File: src/rtl/sr_bank_driver.sv
// sr_bank_driver
//   Write-side controller for a bank of WIDTH SR flip-flops. A target word is
//   accepted over a valid/ready handshake. The driver converts it into per-bit
//   S/R excitation against the bank's current q. It drives that excitation for
//   SETTLE cycles and then releases it for one cycle. Finally it compares the
//   bank feedback against the target and reports done (and err on failure).
//   S and R are never both high on the same bit.
//
//   Optional feature macro: SR_RETRY_EN
//     When defined, the first failed check triggers one re-apply against the
//     freshly sampled bank state. A second failure reports err.
//     When undefined, the first failed check reports err immediately.
//
// Ports
//   clk        rising-edge clock
//   rst        asynchronous active-low reset
//   tgt_valid  target word offered
//   tgt_data   requested next bank state (WIDTH)
//   tgt_ready  driver can accept a target (high only in IDLE)
//   q_in       q feedback from the bank, synchronous to clk (WIDTH)
//   s_out      registered set lines to the bank (WIDTH)
//   r_out      registered reset lines to the bank (WIDTH)
//   busy       high in any state other than IDLE
//   done       one-cycle pulse when a request completes
//   err        one-cycle pulse together with done when the bank missed the target
module sr_bank_driver #(
  parameter int WIDTH  = 8,
  parameter int SETTLE = 2   // legal range 1..15
) (
  input  logic             clk,
  input  logic             rst,
  input  logic             tgt_valid,
  input  logic [WIDTH-1:0] tgt_data,
  output logic             tgt_ready,
  input  logic [WIDTH-1:0] q_in,
  output logic [WIDTH-1:0] s_out,
  output logic [WIDTH-1:0] r_out,
  output logic             busy,
  output logic             done,
  output logic             err
);

  localparam int CNT_W = 4;

  typedef enum logic [1:0] {
    IDLE    = 2'd0,
    APPLY   = 2'd1,
    RELEASE = 2'd2,
    CHECK   = 2'd3
  } state_t;

  state_t           state_reg, state_next;
  logic [WIDTH-1:0] s_reg, s_next;
  logic [WIDTH-1:0] r_reg, r_next;
  logic [WIDTH-1:0] tgt_q_reg, tgt_q_next;
  logic [CNT_W-1:0] cnt_reg, cnt_next;
  logic             done_reg, done_next;
  logic             err_reg, err_next;
`ifdef SR_RETRY_EN
  logic             retry_reg, retry_next;
`endif

  // Excitation is always computed against the live q_in (the current bank
  // state sampled at this edge). The target is the incoming word in IDLE and
  // the latched target otherwise, which covers the retry re-apply.
  logic [WIDTH-1:0] nxt_sel;
  logic [WIDTH-1:0] exc_s;
  logic [WIDTH-1:0] exc_r;

  assign nxt_sel = (state_reg == IDLE) ? tgt_data : tgt_q_reg;

  // S only where 0->1 and R only where 1->0, so S&R is zero by construction.
  genvar gi;
  generate
    for (gi = 0; gi < WIDTH; gi++) begin : g_exc
      assign exc_s[gi] = ~q_in[gi] &  nxt_sel[gi];
      assign exc_r[gi] =  q_in[gi] & ~nxt_sel[gi];
    end
  endgenerate

  always_comb begin
    state_next = state_reg;
    s_next     = s_reg;
    r_next     = r_reg;
    tgt_q_next = tgt_q_reg;
    cnt_next   = cnt_reg;
    done_next  = 1'b0;
    err_next   = 1'b0;
`ifdef SR_RETRY_EN
    retry_next = retry_reg;
`endif

    case (state_reg)
      IDLE: begin
        if (tgt_valid) begin
          tgt_q_next = tgt_data;
          if (tgt_data == q_in) begin
            // Nothing to drive; go straight to verification.
            s_next     = '0;
            r_next     = '0;
            state_next = CHECK;
          end else begin
            s_next     = exc_s;
            r_next     = exc_r;
            cnt_next   = CNT_W'(SETTLE - 1);
            state_next = APPLY;
          end
        end
      end

      APPLY: begin
        // The counter starts at SETTLE-1. Leaving on zero keeps S/R active
        // for exactly SETTLE cycles.
        if (cnt_reg == '0) begin
          s_next     = '0;
          r_next     = '0;
          state_next = RELEASE;
        end else begin
          cnt_next = cnt_reg - CNT_W'(1);
        end
      end

      RELEASE: begin
        state_next = CHECK;
      end

      CHECK: begin
        if (q_in == tgt_q_reg) begin
          done_next  = 1'b1;
          state_next = IDLE;
`ifdef SR_RETRY_EN
          retry_next = 1'b0;
`endif
        end else begin
`ifdef SR_RETRY_EN
          if (!retry_reg) begin
            retry_next = 1'b1;
            s_next     = exc_s;
            r_next     = exc_r;
            cnt_next   = CNT_W'(SETTLE - 1);
            state_next = APPLY;
          end else begin
            done_next  = 1'b1;
            err_next   = 1'b1;
            retry_next = 1'b0;
            state_next = IDLE;
          end
`else
          done_next  = 1'b1;
          err_next   = 1'b1;
          state_next = IDLE;
`endif
        end
      end

      default: begin
        s_next     = '0;
        r_next     = '0;
        state_next = IDLE;
      end
    endcase
  end

  always_ff @(posedge clk or negedge rst) begin
    if (!rst) begin
      state_reg <= IDLE;
      s_reg     <= '0;
      r_reg     <= '0;
      tgt_q_reg <= '0;
      cnt_reg   <= '0;
      done_reg  <= 1'b0;
      err_reg   <= 1'b0;
`ifdef SR_RETRY_EN
      retry_reg <= 1'b0;
`endif
    end else begin
      state_reg <= state_next;
      s_reg     <= s_next;
      r_reg     <= r_next;
      tgt_q_reg <= tgt_q_next;
      cnt_reg   <= cnt_next;
      done_reg  <= done_next;
      err_reg   <= err_next;
`ifdef SR_RETRY_EN
      retry_reg <= retry_next;
`endif
    end
  end

  assign s_out     = s_reg;
  assign r_out     = r_reg;
  assign tgt_ready = (state_reg == IDLE);
  assign busy      = (state_reg != IDLE);
  assign done      = done_reg;
  assign err       = err_reg;

endmodule

File: config.mk
export PLATFORM = sky130hd
export DESIGN_NAME = sr_bank_driver
export DESIGN_NICKNAME = d
export VERILOG_FILES = /design/src/rtl/sr_bank_driver.sv
export SDC_FILE = /design/constraint.sdc
export NUM_CORES = 1
export LEC_CHECK = 0
export CAP_MARGIN = 20
export CORE_MARGIN = 2
export CORE_UTILIZATION = 34
export DETAILED_ROUTE_END_ITERATION = 8
export DONT_BUFFER_PORTS = 1
export PLACE_DENSITY = 0.48
export SYNTH_ARGS = -nofsm -noshare
export SYNTH_HDL_FRONTEND = slang
export SYNTH_SLANG_ARGS = --single-unit
File: constraint.sdc
create_clock -name clk -period 2.3 [get_ports clk]
set_clock_uncertainty 0.1 [all_clocks]
set_input_delay 0.345 -clock clk [delete_from_list [all_inputs] [get_ports clk]]
set_output_delay 0.345 -clock clk [all_outputs]
set_load 0.02 [all_outputs]
==> impl_metrics.tcl, run 1 <==
set metrics [dict create \
    worst_slack_ns 0.287 \
    die_area_um2 5710 \
    slowest_stage "dfrtp_1" \
    die_w_um 75.6 \
    synth_seq_cells 32 \
    startpoint "state_reg[1]" \
    hold_ws_ns 0.0535 \
    cts-htree-levels 2 \
    initial_core_util 0.348 \
    gr-usage-all-layers 0.154 \
    leakage_nw 0.826 \
    diodes 0 \
    design_area_um2 1960 \
    min_period_over_period 0.875 \
    grt_pass1_vias 1276 \
    placed_cells 224 \
    clockBufferDepth 2 \
    synth-seq-area-share 0.460 \
    critical_path.max_stage_delay_ns 0.39 \
    holdCritPathClass "in2reg" \
    vias 1211 \
    tightest_slew_ns 0.464 \
    fillers 517 \
    power.total_mw 2.75 \
    irDropWorstVdd_v 0.000533 \
    final_core_util 0.390 \
    cp_max_fo 8 \
    num_rows 26 \
    synth.distinct_cells 35 \
    avgSynthCellArea_um2 11.2 \
    cp.arrival_ns 2.06 \
    min_period_ns 2.01 \
    drc 0 \
    cts-root-buf "clkbuf_8" \
    insertion_delay_ns 0.28 \
    cts_inserted_buffers 5 \
    slew-limit-headroom 0.690 \
    port_buffers 0 \
    fin_cells 233 \
    async_reset_ff_frac 1.00 \
    hold_start "q_in[6]" \
    die_h_um 75.6 \
    via_per_inst 5.20 \
    path_cells "inv_1, ha_1, buf_4, nand2b_1, a21oi_1, o31ai_4, o21ai_0, o31ai_1" \
    fin_setup_tns_ns 0 \
    critPathRequiredTime_ns 2.35 \
    cts_tree "built" \
    crit_type "reg2reg" \
    wl_mm 3.99 \
    max-cap-violations 0 \
    critPathLaunchType "flip-flop" \
    clk_pin_slew_worst_paths_ns 0.07 \
    antenna_found_initial 0 \
    yosys_warnings 0 \
    placed_area_um2 1830 \
    syn_area_um2 1740 \
    hold_viol 0 \
    grt_overflow_total 0 \
    setup_violations 0 \
    area_growth_pct 12.3 \
    clock-sinks 32 \
    fmax_ghz 0.497 \
    final_max_slew_viol_count 0 \
    most-common-layout-cells "dfrtp_1 (32), nand2_1 (19), o21ai_0 (11)" \
    wl_per_cell_um 17.1 \
    rsz0062_at_grt "false" \
    fin_nets 187 \
    crit_path_end_kind "flip-flop" \
    synth_edf_count 0 \
    gp_congestion 0.769 \
    syn_inst 156 \
    drt-initial-drc-count 60 \
    first_pass_iters 4 \
    core_region_area_um2 5010 \
    grt_pass1_wl_mm 6.35 \
    status "complete, no violations" \
    ant_nets 0 \
    r2r-start "state_reg[1]" \
    dp_hpwl_mm 2.88 \
    post-place-ws_ns 0.306 \
    layout_commonest_cell "dfrtp_1" \
    io_pins 39 \
    synth_top_flop_cell "dfrtp_1" \
    drive_gt1_frac 0.202 \
    grt_start_max_net_pins 33 \
    pwr_density_cell_nw_per_um2 1400 \
    synth_fp_nets 180 \
]
[path summary, 6_finish.rpt]
kind | to | slack (ns) | depth (start not counted)
max reg2reg | cnt_reg[2] | 0.29 | 8
max | cnt_reg[2] | 0.29 | 8
min | s_out[6] | 0.05 | 1
min reg2reg | cnt_reg[1] | 0.42 | 2
max in group asynchronous | cnt_reg[2] | 1.51 | 2
min in group asynchronous | state_reg[0] | 0.40 | 2
[cell families (layout without fill, tap and decap cells)]
kind of cell,count (synthesis),count (layout),share of synthesized area
DFF,32,32,0.460
adders and majority gates,5,5,0.0359
xor gates and xnor gates,16,16,0.0805
AOI/OAI and AO/OA,32,32,0.172
muxes,16,16,0.0977
and+or+nand+nor,42,42,0.120
buffers and inverters,13,20,0.0345
[critical path, delay by kind of cell, from the launching register on]
family | cells | cell delay, ns
compound gates | 4 | 0.68
fa+ha+maj | 1 | 0.24
buf+inv | 2 | 0.29
flops | 1 | 0.39
simple gates | 1 | 0.18
[cell type report]
class / count / area, um2 / area share
multi-input cells: 111 / 881 / 0.450
flip-flops and latches: 32 / 801 / 0.409
clock buffers: 7 / 96.3 / 0.0493
inverters: 6 / 22.5 / 0.0115
well taps: 70 / 87.6 / 0.0448
repair buffers: 7 / 67.6 / 0.0345
[power by group]
| part | total [mW] | internal (mW) | switching, mW | leakage, nW |
|---|---|---|---|---|
| combinational | 1.19 | 0.508 | 0.686 | 0.369 |
| sequential | 1.08 | 0.786 | 0.295 | 0.407 |
| clock | 0.471 | 0.266 | 0.204 | 0.0503 |
| total | 2.75 | 1.56 | 1.19 | 0.826 |
[per-layer routing]
layer / part of all wire / up-vias / global-route usage
met5: 0 / - / 0
met4: 0.014 / 0 / 0.0604
met3: 0.061 / 6 / 0.0582
met2: 0.48 / 30 / 0.243
met1: 0.44 / 602 / 0.193
li1: - / 573 / -
[cell usage after synthesis, types with 5 or more instances]
library cell	number	area share
mux2_2	8	0.052
inv_1	6	0.013
nand3_1	9	0.026
xor2_1	8	0.040
o41ai_2	6	0.056
mux2i_1	8	0.046
ha_1	5	0.036
xnor2_1	8	0.040
dfrtp_1	32	0.46
nand2_1	19	0.041
o21ai_0	11	0.032
[repair_timing]
| item | 4_1_cts | 5_1_grt |
|---|---|---|
| endpoints found under the hold margin | 32 | 0 |
| gates resized for setup | 0 | 0 |
| hold buffers | 2 | 0 |
| buffers inserted | 0 | 0 |
Power figures use the tool's default switching activity.
==> inputs of run 2 (changes only) <==
HOLD_SLACK_MARGIN = 0.02   (was default)
==> results of run 2 <==
Same layout as run 1: the final DEF is identical, and so are final timing and power.
